`config.mk`:
```
export PLATFORM = sky130hd
export DESIGN_NAME = serial_frame_tx
export DESIGN_NICKNAME = d
export VERILOG_FILES = /design/src/rtl/serial_frame_tx.sv
export SDC_FILE = /design/constraint.sdc
export NUM_CORES = 1
export LEC_CHECK = 0
export CAP_MARGIN = 20
export CORE_MARGIN = 2
export CORE_UTILIZATION = 58
export CTS_CLUSTER_DIAMETER = 40
export CTS_CLUSTER_SIZE = 12
export DETAILED_ROUTE_END_ITERATION = 12
export GPL_ROUTABILITY_DRIVEN = 0
export PLACE_DENSITY = 0.83
export SLEW_MARGIN = 20
export SYNTH_ARGS = -nofsm -noshare
export SYNTH_HDL_FRONTEND = slang
export SYNTH_SLANG_ARGS = --single-unit
export TNS_END_PERCENT = 30
```
`constraint.sdc`:
```
create_clock -name clk_i -period 3.9 [get_ports clk_i]
set_input_delay 0.975 -clock clk_i [delete_from_list [all_inputs] [get_ports clk_i]]
set_output_delay 0.975 -clock clk_i [all_outputs]
set_load 0.01 [all_outputs]
```
`src/rtl/serial_frame_tx.sv`:
```
// Parallel-to-serial frame transmitter: start bit, 8 data bits LSB-first, optional even parity,
// one stop bit. A byte is taken over a valid/ready handshake while idle; every output is a flop.
module serial_frame_tx #(
  parameter int unsigned CLKS_PER_BIT = 16,
  parameter int unsigned PARITY_EN    = 0
) (
  input  logic       clk_i,
  input  logic       rst_ni,
  input  logic [7:0] data_i,
  input  logic       valid_i,
  output logic       ready_o,
  output logic       tx_o,
  output logic       busy_o,
  output logic       done_o
);

  // Baud counter width: clog2 of the divider, never narrower than one bit.
  localparam int unsigned CntW = (CLKS_PER_BIT > 2) ? $clog2(CLKS_PER_BIT) : 1;
  localparam logic [CntW-1:0] CntLast = CntW'(CLKS_PER_BIT - 1);

  if (CLKS_PER_BIT < 2 || CLKS_PER_BIT > 65535) begin : g_bad_div
    $error("serial_frame_tx: CLKS_PER_BIT out of range 2..65535");
  end
  if (PARITY_EN > 1) begin : g_bad_par
    $error("serial_frame_tx: PARITY_EN must be 0 or 1");
  end

  typedef enum logic [2:0] {
    StIdle,
    StStart,
    StData,
    StParity,
    StStop
  } state_e;

  state_e          state_q, state_d;
  logic [CntW-1:0] cnt_q, cnt_d;
  logic [2:0]      bit_idx_q, bit_idx_d;
  logic [7:0]      data_q, data_d;
  logic            parity_q, parity_d;
  logic            tx_q, tx_d;
  logic            ready_q, ready_d;
  logic            done_q, done_d;
  logic            cnt_last;

  assign cnt_last = (cnt_q == CntLast);

  // Next-state logic: sequencing of the frame and baud counting.
  always_comb begin
    state_d   = state_q;
    cnt_d     = cnt_q;
    bit_idx_d = bit_idx_q;
    data_d    = data_q;
    parity_d  = parity_q;
    done_d    = 1'b0;

    unique case (state_q)
      StIdle: begin
        // ready_q is high throughout idle, so valid alone marks acceptance here.
        if (valid_i) begin
          data_d    = data_i;
          parity_d  = ^data_i;
          cnt_d     = '0;
          bit_idx_d = '0;
          state_d   = StStart;
        end
      end
      StStart: begin
        if (cnt_last) begin
          cnt_d   = '0;
          state_d = StData;
        end else begin
          cnt_d = cnt_q + 1'b1;
        end
      end
      StData: begin
        if (cnt_last) begin
          cnt_d     = '0;
          bit_idx_d = bit_idx_q + 3'd1;
          if (bit_idx_q == 3'd7) begin
            state_d = (PARITY_EN != 0) ? StParity : StStop;
          end
        end else begin
          cnt_d = cnt_q + 1'b1;
        end
      end
      StParity: begin
        if (cnt_last) begin
          cnt_d   = '0;
          state_d = StStop;
        end else begin
          cnt_d = cnt_q + 1'b1;
        end
      end
      StStop: begin
        if (cnt_last) begin
          cnt_d   = '0;
          state_d = StIdle;
          done_d  = 1'b1;
        end else begin
          cnt_d = cnt_q + 1'b1;
        end
      end
      default: begin
        state_d = StIdle;
        cnt_d   = '0;
      end
    endcase
  end

  // Output decode from the next state so the line level is registered with no extra latency.
  always_comb begin
    tx_d    = 1'b1;
    ready_d = (state_d == StIdle);
    unique case (state_d)
      StIdle:   tx_d = 1'b1;
      StStart:  tx_d = 1'b0;
      StData:   tx_d = data_d[bit_idx_d];
      StParity: tx_d = parity_d;
      StStop:   tx_d = 1'b1;
      default:  tx_d = 1'b1;
    endcase
  end

  // State and output registers; reset returns the line to idle level at once.
  always_ff @(posedge clk_i or negedge rst_ni) begin
    if (!rst_ni) begin
      state_q   <= StIdle;
      cnt_q     <= '0;
      bit_idx_q <= '0;
      data_q    <= '0;
      parity_q  <= 1'b0;
      tx_q      <= 1'b1;
      ready_q   <= 1'b1;
      done_q    <= 1'b0;
    end else begin
      state_q   <= state_d;
      cnt_q     <= cnt_d;
      bit_idx_q <= bit_idx_d;
      data_q    <= data_d;
      parity_q  <= parity_d;
      tx_q      <= tx_d;
      ready_q   <= ready_d;
      done_q    <= done_d;
    end
  end

  assign tx_o    = tx_q;
  assign ready_o = ready_q;
  assign busy_o  = ~ready_q;
  assign done_o  = done_q;

endmodule

```
==> results of run 1 <==
## cells in the mapped netlist, types with 2 or more instances
library cell and n:
nor3_1 4, nand2_1 2, xnor2_1 8, a22o_1 3
o22ai_1 2, a21oi_1 7, mux2_2 9, mux2i_1 2
inv_1 6, nor2_1 4, a211o_1 2, nor2b_1 3
clkbuf_1 3, dfrtp_1 20, a21o_1 2, dfstp_2 2
nand3b_1 3, ha_1 3, o21ai_0 6, nand3_1 3
## logic make-up after synthesis
logic type	after synthesis	synth area share [%]
AOI/OAI and AO/OA	26	14.1
xor gates and xnor gates	9	6.47
adders and majority gates	3	3.08
buffers and inverters	12	4.72
DFF	22	45.4
muxes	12	11.2
and+or+nand+nor	28	15.1
## registers in the layout (all words and copies together), names as in the netlist
register and flops:
data_q 8, cnt_q 4, bit_idx_q 3, state_q 3, done_o 1, parity_q 1, ready_o 1, tx_o 1
## per-layer routing
layer,part of all wire [%],up-vias,track usage (%),routed length [um]
li1,-,430,-,-
met1,49,435,28.0,1090
met2,48,11,34.0,1070
met3,2.2,5,3.64,50
met4,1.7,0,8.33,38
met5,0,-,0,0
## stage by stage
stage | instances | total power, mW | cell area (um^2) | setup WS (ns)
floorplan | 112 | 0.692 | 1220 | 1.25
global placement | 148 | 0.780 | 1370 | 0.651
detailed placement | 148 | 0.797 | 1370 | 0.599
CTS | 152 | 0.926 | 1400 | 0.922
global route | 152 | 0.995 | 1400 | 0.824
finish | 152 | 0.922 | 1400 | 0.908
## power by group
group          internal, mW  switching, mW  leakage [nW]  total (mW)
Sequential            0.326         0.0797         0.268       0.406
Combinational         0.211          0.179         0.319       0.390
Clock                0.0571         0.0690        0.0210       0.126
## worst max-delay path, stage by stage
cell and delay, ns:
clkdlybuf4s50_1 0.55, nor4b_4 0.21, buf_4 0.24, a311o_1 0.23
and2_4 0.20, mux2_4 0.30, a211o_1 0.26, a211o_1 0.28
## worst max-delay path by stage
stage | to | cells past startpoint
3_5_place_dp | tx_o | 8
2_1_floorplan | tx_o | 7
3_3_place_gp | tx_o | 8
6_report | tx_o | 8
5_1_grt | tx_o | 8
4_1_cts | tx_o | 8
## cell type report
class	count	area [um^2]	area share [%]
Timing Repair Buffer	15	143	10.2
Inverter	6	22.5	1.61
Clock buffer	4	36.3	2.60
Tap cell	27	33.8	2.42
Sequential cell	22	553	39.6
Multi-Input combinational cell	78	608	43.5
==> results by group, run 1 <==
Status
  – Outcome: finished, final reports clean

Drt
  – Via count: 881
  – Detailed Routing Iterations Pass 1: 4
  – Via density: 5.80
  – WL per Instance: 14.7 um
  – Routed Wire Length: 2240 um
  – DRC: 0
  – Iteration-0 DRC count of the detailed router: 16
  – Antenna Violating Nets Remaining: 0

STA
  – Post-route minimum period: 2.99 ns
  – RSZ-0062 raised after global routing: false
  – Max Freq: 334 MHz
  – Clk_skew: 0.00262 ns
  – TNS Setup: 0 ns
  – Final hold vios: 0
  – Slew @ Worst Pin: 0.479 ns
  – Slew Limit Headroom: 68.1%
  – Fin crit share: 76.7%
  – Final hold slack: 0.507 ns
  – Setup-failing EPs final: 0
  – Fin. max-slew vios: 0

Clock network
  – Maximum clock path buffer count: 2
  – Latest clock arrival within the worst-skew pair: 0.31 ns
  – CTS resizes: 0
  – CTS clk-pin slew, worst paths: 0.12 ns
  – CTS root buf: clkbuf_4
  – CTS tree: yes
  – Clock Sinks: 22
  – Num CTS Buffers: 3
  – # Post-CTS Setup Buffers: 0
  – H-tree levels: 1
  – Post-CTS Hold Fix Bufs: 0

Synth
  – Synth warnings: 0
  – Synthesis-stage register bit count: 22
  – Synth async-reset ratio: 100%
  – Synth Instances: 112
  – Synth area leaders: dfrtp_1 (41%), mux2_2 (8.3%), xnor2_1 (5.7%)
  – Syn_nets: 126
  – Syn Area/Cell: 10.9 um^2
  – Top_reg_cell synth: dfrtp_1
  – Post-synth EDFFs: 0
  – Yosys top cell area share: 41.1%
  – Post-synth cell types: 38
  – Dominant cell type by area after synthesis: dfrtp_1
  – Seq/Total Area, Yosys: 45.4%
  – Post-Syn Area: 1220 um^2

Min path
  – Min-Delay Endpoint: data_q[0]
  – Worst hold path cell count: 2
  – Hold Path Class: reg2reg
  – HP Start: data_q[0]

Final layout
  – Most common cell after layout, fill and taps aside: dfrtp_1
  – Most frequent cells in the layout: dfrtp_1 (20), clkdlybuf4s50_1 (13), mux2_2 (9)
  – Fin util: 70.5%
  – Net count reported at finish: 140
  – Area Growth Syn to Fin: 14.6%
  – Share of layout cells above drive strength 1: 16.8%
  – Antenna Cells: 0
  – # fillers: 130

Floorplan
  – # rows: 16
  – Die area: 2480 um^2
  – Core outline area: 1980 um^2
  – I/O pin cnt: 15
  – Die width: 49.8 um
  – Initial Utilization: 61.5%
  – Die H: 49.8 um

Placement
  – # port buffers: 14
  – Dpl hpwl: 1640 um

Worst setup path
  – Reg2reg setup slack: 1.47 ns
  – CP endpoint kind: register
  – R2R depth: 7
  – FF-to-FF Start: cnt_q[0]
  – CP max FO: 13
  – Worst Path Arrival: 3.25 ns
  – Worst setup path category: in2reg
  – R2R Path End: tx_o
  – Critical path startpoint category: input port
  – Worst EP required: 4.15 ns
  – Launch point of the critical path: valid_i

GRT
  – Vias in the first global route: 860
  – Grt ovf: 0
  – Initial antenna violation count: 0
  – Largest net degree at the start of global routing: 23
  – Global-route wire length before repair: 3950 um
  – Gr usage total: 21.0%

Run
  – Max Cap Viol: 0

Power and ir drop
  – Leak: 0.608 nW
  – Peak supply drop: 0.482 mV
  – Power Density: 660 nW/um^2
(Power assumes the default switching activity.)
==> run 2, diff against run 1 <==
--- a/config.mk
+++ b/config.mk
@@ -7,12 +7,12 @@
 export LEC_CHECK = 0
 export CAP_MARGIN = 20
 export CORE_MARGIN = 2
-export CORE_UTILIZATION = 58
+export CORE_UTILIZATION = 49
 export CTS_CLUSTER_DIAMETER = 40
 export CTS_CLUSTER_SIZE = 12
 export DETAILED_ROUTE_END_ITERATION = 12
 export GPL_ROUTABILITY_DRIVEN = 0
-export PLACE_DENSITY = 0.83
+export PLACE_DENSITY = 0.74
 export SLEW_MARGIN = 20
 export SYNTH_ARGS = -nofsm -noshare
 export SYNTH_HDL_FRONTEND = slang
==> constraint.sdc (replaced) <==
create_clock -name clk_i -period 2.65 [get_ports clk_i]
set_input_delay 0.6625 -clock clk_i [delete_from_list [all_inputs] [get_ports clk_i]]
set_output_delay 0.6625 -clock clk_i [all_outputs]
set_load 0.01 [all_outputs]
==> run 2 against run 1 <==
Final cell count is 8.6% higher. Hold slack better by 0.00061 ns. Flip-flop and latch count stayed put. Clock power is 48% higher. Critical path type unchanged. Sequential power is 43% higher. Final area is 6.4% higher. First-iteration DRC count is 38% lower. Register-to-register slack worse by 1.3 ns.
==> results by group, run 2 (synthesized netlist as in run 1, its figures left out) <==
Status
  – Outcome: finished, final reports clean

Worst setup path
  – Critical path startpoint category: input port
  – CP max FO: 11 (-2)
  – Launch point of the critical path: valid_i
  – R2R depth: 7 (unchanged)
  – CP endpoint kind: register
  – Slowest-stage cell, CP: clkdlybuf4s50_1
  – Worst setup path category: in2reg
  – Worst EP required: 2.91 ns (-1.24 ns)
  – Critical path cell sequence: clkdlybuf4s50_1 -> nor4b_4 -> buf_6 -> a311o_1 -> and2_4 -> mux2_4 -> a211o_1 -> a211o_1
  – FF-to-FF Start: cnt_q[0]
  – Worst path max stage delay: 0.43 ns (-0.12 ns)
  – Worst Path Arrival: 2.80 ns (-0.45 ns)
  – Critical Path Most Common Cell: a211o_1

Clock network
  – Maximum clock path buffer count: 2 (unchanged)
  – Post-CTS Hold Fix Bufs: 0 (unchanged)
  – CTS clk-pin slew, worst paths: 0.13 ns (about the same)
  – CTS tree: yes
  – Latest clock arrival within the worst-skew pair: 0.31 ns (about the same)
  – H-tree levels: 1 (unchanged)
  – Clock Sinks: 22 (unchanged)
  – CTS root buf: clkbuf_4
  – Num CTS Buffers: 3 (unchanged)

Drt
  – Routed Wire Length: 2400 um (+7.2%)
  – Via count: 894 (+1.5%)
  – Detailed Routing Iterations Pass 1: 4 (unchanged)
  – DRC: 0 (unchanged)
  – Via density: 5.42 (-6.5%)
  – Antenna Violating Nets Remaining: 0 (unchanged)
  – Iteration-0 DRC count of the detailed router: 10 (-6)
  – WL per Instance: 14.6 um (-1.3%)

Final layout
  – Fin util: 61.6% (-8.8 points)
  – Register area: 553 um^2 (unchanged)
  – Area of the multi-input gates: 609 um^2 (+0.21%)
  – # fillers: 194 (+49%)
  – Biggest register: data_q
  – Flip-flop count of the largest register after layout: 8 (unchanged)
  – Share of layout cells above drive strength 1: 22.2% (+5.4 points)
  – Fin cells: 165 (+8.6%)
  – Antenna Cells: 0 (unchanged)
  – Largest registers: data_q x8, cnt_q x4
  – Most frequent cells in the layout: dfrtp_1 (20), clkdlybuf4s50_1 (14), buf_4 (10)
  – Area Growth Syn to Fin: 21.9%
  – Net count reported at finish: 150 (+7.1%)
  – Most common cell after layout, fill and taps aside: dfrtp_1

Min path
  – Hold Path Class: reg2reg
  – Worst hold path cell count: 1 (-1)
  – HP Start: data_q[4]

GRT
  – Grt ovf: 0 (unchanged)
  – Largest net degree at the start of global routing: 23 (unchanged)
  – Global-route wire length before repair: 3820 um (-3.3%)
  – Vias in the first global route: 839 (-2.4%)
  – Gr usage total: 18.6% (-2.4 points)
  – Initial antenna violation count: 0 (unchanged)

Floorplan
  – I/O pin cnt: 15 (unchanged)
  – Core outline area: 2410 um^2 (+22%)
  – Initial Utilization: 50.6% (-11 points)
  – Die width: 53.9 um (+8.1%)
  – # rows: 18 (+2)
  – Die area: 2900 um^2 (+17%)
  – Die H: 53.9 um (+8.1%)

Power and ir drop
  – Peak supply drop: 0.550 mV (+14%)
  – Logic gate share of total power: 45.2% (+2.9 points)
  – Sw Pwr: 494 uW (+51%)
  – Sequential Power Share: 41.4% (-2.6 points)
  – Clock Power Share: 13.4% (-0.3 points)
  – Switching Share: 35.3% (-0.21 points)
  – Power Density: 943 nW/um^2 (+43%)
  – Int Pwr: 906 uW (+52%)
  – Leak: 0.659 nW (+8.5%)

STA
  – Setup-failing EPs final: 0 (unchanged)
  – Fin. max-slew vios: 0 (unchanged)
  – Slew @ Worst Pin: 0.418 ns (-0.0608 ns)
  – Slew Limit Headroom: 71.9% (+3.8 points)
  – Fin crit share: 96.0%
  – Final worst setup slack: 0.105 ns (-0.803 ns)
  – Max Freq: 393 MHz
  – TNS Setup: 0 ns (unchanged)
  – Clk_skew: 0.00889 ns (+0.00628 ns)
  – Final hold slack: 0.508 ns (+0.000610 ns)
  – RSZ-0062 raised after global routing: false
  – Post-route minimum period: 2.55 ns
  – Final hold vios: 0 (unchanged)

Placement
  – DP Worst Slack: -0.223 ns (-0.821 ns)
  – # port buffers: 14 (unchanged)
  – Dpl hpwl: 1770 um (+7.8%)
  – Placed cells: 159 (+7.4%)

Run
  – Max Cap Viol: 0 (unchanged)
==> run 2: final cells by class <==
| cell class | instances | share of cell area (%) |
|---|---|---|
| sequential | 22 | 37.2 |
| timing repair buffer | 25 | 15.2 |
| inverter | 6 | 1.52 |
| multi-input combinational | 78 | 41.0 |
| tap | 30 | 2.53 |
| clock buffer | 4 | 2.44 |
==> run 2: final timing paths <==
check / to / slack [ns]
setup / recovery: tx_o / 0.10
hold / removal: data_q[4] / 0.51
setup reg to reg: tx_o / 0.21
hold reg to reg: data_q[4] / 0.51
max in group asynchronous: tx_o / 1.69
min in group asynchronous: cnt_q[1] / 0.68
==> run 2: what timing repair did <==
action                                  in CTS  in global routing
endpoints found under the setup margin       0                  1
buffers inserted                             0                  2
resized for setup                            0                  2
==> run 2: metrics by stage <==
stage          instance area, um^2  total power, mW
6_report                      1490             1.40
5_1_grt                       1490             1.51
4_1_cts                       1470             1.39
3_5_place_dp                  1430             1.21
3_3_place_gp                  1430             1.18
2_1_floorplan                 1220             1.02
==> run 2: metal layers <==
layer  vias to the layer above  share of wire, %  GRT usage (%)
met5                         -                 0              0
met4                         0               2.2           8.97
met3                         4              0.96           1.67
met2                         5                53           31.9
met1                       439                44           23.3
li1                        446                 -              -
==> run 2: power groups by stage <==
stage	clock network, mW	registers [mW]	logic, mW
2_1_floorplan	0	0.554	0.464
3_3_place_gp	0	0.582	0.596
3_5_place_dp	0	0.589	0.620
4_1_cts	0.192	0.581	0.622
5_1_grt	0.209	0.597	0.706
6_report	0.187	0.580	0.633
==> run 2: critical path, delay by kind of cell <==
family / cells / cell delay, ns
buffers and inverters: 2 / 0.59
AOI/OAI and AO/OA: 3 / 0.93
and+or+nand+nor: 2 / 0.33
muxes: 1 / 0.29
==> run 3, diff against run 2 <==
--- a/config.mk
+++ b/config.mk
@@ -6,13 +6,15 @@
 export NUM_CORES = 1
 export LEC_CHECK = 0
 export CAP_MARGIN = 20
+export CELL_PAD_IN_SITES_DETAIL_PLACEMENT = 0
+export CELL_PAD_IN_SITES_GLOBAL_PLACEMENT = 2
 export CORE_MARGIN = 2
-export CORE_UTILIZATION = 49
-export CTS_CLUSTER_DIAMETER = 40
+export CORE_UTILIZATION = 32
+export CTS_CLUSTER_DIAMETER = 120
 export CTS_CLUSTER_SIZE = 12
 export DETAILED_ROUTE_END_ITERATION = 12
 export GPL_ROUTABILITY_DRIVEN = 0
-export PLACE_DENSITY = 0.74
+export PLACE_DENSITY_LB_ADDON = 0.1
 export SLEW_MARGIN = 20
 export SYNTH_ARGS = -nofsm -noshare
 export SYNTH_HDL_FRONTEND = slang
==> run 3 against run 2 <==
Hold slack lost 0.0029 ns. Setup slack got worse by 0.0022 ns. Sequential power is 3.6% higher. Flip-flop and latch count stayed put. Combinational power down 3.8%. Via count shrank 1.1%. Die area grew 49%. Register-to-register slack better by 0.03 ns. Final cell count grew 10%. Sequential share of layout area decreased by 0.80 points. Wire length is 4.7% higher. Largest cell class unchanged. Largest power group unchanged.
==> results by group, run 3 (synthesized netlist as in run 1, its figures left out) <==
Clock network
  – CTS root buf: clkbuf_8
  – Maximum clock path buffer count: 2 (unchanged)
  – # Post-CTS Setup Buffers: 0 (unchanged)
  – Post-CTS Hold Fix Bufs: 0 (unchanged)
  – Clock Sinks: 22 (unchanged)
  – Latest clock arrival within the worst-skew pair: 0.26 ns (-0.05 ns)
  – H-tree levels: 1 (unchanged)
  – CTS tree: yes
  – CTS clk-pin slew, worst paths: 0.08 ns (-0.05 ns)
  – Num CTS Buffers: 3 (unchanged)
  – CTS resizes: 0 (unchanged)

Drt
  – Detailed Routing Iterations Pass 1: 4 (unchanged)
  – Routed Wire Length: 2520 um (+4.7%)
  – Via count: 884 (-1.1%)
  – Via density: 4.86 (-10%)
  – WL per Instance: 13.8 um (-5.0%)
  – DRC: 0 (unchanged)
  – Iteration-0 DRC count of the detailed router: 15 (+5)
  – Antenna Violating Nets Remaining: 0 (unchanged)

GRT
  – Grt ovf: 0 (unchanged)
  – Gr usage total: 14.0% (-4.6 points)
  – Global-route wire length before repair: 4530 um (+18%)
  – Largest net degree at the start of global routing: 23 (unchanged)
  – Initial antenna violation count: 0 (unchanged)
  – Vias in the first global route: 928 (+11%)

Worst setup path
  – Critical Path Most Common Cell: a211o_1
  – Worst EP required: 2.84 ns (-0.07 ns)
  – CP max FO: 10 (-1)
  – Critical path startpoint category: input port
  – Critical path cell sequence: clkdlybuf4s50_1 -> nor4b_4 -> buf_6 -> mux2_2 -> nand3b_1 -> and4b_1 -> a211o_1 -> a211o_1
  – Slowest-stage cell, CP: clkdlybuf4s50_1
  – Worst path max stage delay: 0.48 ns (+0.05 ns)
  – CP endpoint kind: register
  – Worst setup path category: in2reg
  – Worst Path Arrival: 2.74 ns (-0.06 ns)

Power and ir drop
  – Switching Share: 34.2% (-1.1 points)
  – Clock Power Share: 16.6% (+3.2 points)
  – Sequential Power Share: 41.4% (about the same)
  – Peak supply drop: 0.383 mV (-30%)
  – Logic gate share of total power: 42.0% (-3.2 points)
  – Sw Pwr: 496 uW (+0.47%)
  – Leak: 0.660 nW (+0.21%)
  – Power Total: 1.45 mW (+3.7%)
  – Power Density: 957 nW/um^2 (+1.5%)
  – Int Pwr: 956 uW (+5.4%)

Floorplan
  – Core outline area: 3660 um^2 (+52%)
  – # rows: 22 (+4)
  – Die H: 65.7 um (+22%)
  – Initial Utilization: 33.3% (-17 points)
  – I/O pin cnt: 15 (unchanged)
  – Die width: 65.7 um (+22%)
  – Die area: 4320 um^2 (+49%)

Final layout
  – Net count reported at finish: 149 (-0.67%)
  – Largest registers: data_q x8, cnt_q x4
  – Antenna Cells: 0 (unchanged)
  – Area Growth Syn to Fin: 24.5%
  – Flip-flop count of the largest register after layout: 8 (unchanged)
  – Most common cell after layout, fill and taps aside: dfrtp_1
  – Biggest register: data_q
  – Most frequent cells in the layout: dfrtp_1 (20), clkdlybuf4s50_1 (14), mux2_2 (9), buf_4 (9), xnor2_1 (8)
  – Share of layout cells above drive strength 1: 21.6% (-0.58 points)

STA
  – Post-route minimum period: 2.55 ns (+0.00222 ns)
  – Slew @ Worst Pin: 0.425 ns (+0.00766 ns)
  – Clk_skew: 0.000977 ns (-0.00792 ns)
  – Fin. max-slew vios: 0 (unchanged)
  – RSZ-0062 raised after global routing: false
  – Max Freq: 393 MHz (about the same)
  – Final hold slack: 0.505 ns (-0.00287 ns)
  – Setup-failing EPs final: 0 (unchanged)
  – Final hold vios: 0 (unchanged)
  – Fin crit share: 96.1% (about the same)
  – Slew Limit Headroom: 71.5% (-0.36 points)

Min path
  – Hold Path Class: reg2reg

Placement
  – Dpl hpwl: 1870 um (+5.8%)
  – # port buffers: 14 (unchanged)

Status
  – Outcome: finished, final reports clean

Run
  – Max Cap Viol: 0 (unchanged)
==> run 3: cell types whose count changed in the layout (fill, tap and decap cells not counted) <==
| cell | delta |
|---|---|
| a2111oi_1 | -1 |
| clkbuf_8 | +3 |
| clkbuf_4 | -3 |
| buf_4 | -1 |
| a2111oi_0 | +1 |
==> run 3: layer usage <==
layer	routed length (um)	GRT usage [%]
met3	62	2.57
met4	38	5.47
met5	0	0
met2	1160	23.1
met1	1250	18.1
==> run 3: cell type report <==
cell class,count,area [um^2]
sequential,22,553
multi-input combinational,78,608
clock buffer,4,55.1
tap,48,60.1
timing repair buffer,24,219
fill,360,2140
inverter,6,22.5
==> run 3: critical path: cells and delay by family <==
family                 cells  cell delay [ns]
AND/OR/NAND/NOR            3             0.54
buffers and inverters      2             0.66
AO/OA/AOI/OAI              2             0.51
multiplexers               1             0.35
==> run 3: per-stage QoR <==
stage | worst slack, ns | std cells | TNS, ns | instance area [um^2] | utilization (%)
finish | 0.103 | 182 | 0 | 1520 | 41.5
global placement | -0.171 | 178 | -0.171 | 1460 | 39.8
CTS | 0.0630 | 182 | 0 | 1510 | 41.4
floorplan | 0.300 | 112 | 0 | 1220 | -
detailed placement | -0.204 | 178 | -0.204 | 1460 | 39.8
global route | 0.00661 | 182 | 0 | 1520 | 41.5
==> run 3: power groups by stage <==
| stage | sequential, mW | clock (mW) | combinational, mW |
|---|---|---|---|
| after floorplan | 0.554 | 0 | 0.464 |
| after global placement | 0.604 | 0 | 0.606 |
| after detailed placement | 0.607 | 0 | 0.613 |
| after CTS | 0.602 | 0.251 | 0.616 |
| after global routing | 0.625 | 0.269 | 0.685 |
| final | 0.601 | 0.241 | 0.609 |
==> run 3: worst paths after layout <==
kind | from | to | slack [ns] | cells after the start
setup / recovery | valid_i | tx_o | 0.10 | 8
hold / removal | data_q[4] | data_q[4] | 0.51 | 1
setup reg to reg | cnt_q[0] | tx_o | 0.24 | 7
hold reg to reg | data_q[4] | data_q[4] | 0.51 | 1
max in group asynchronous | rst_ni | tx_o | 1.62 | 2
min in group asynchronous | rst_ni | data_q[3] | 0.75 | 2
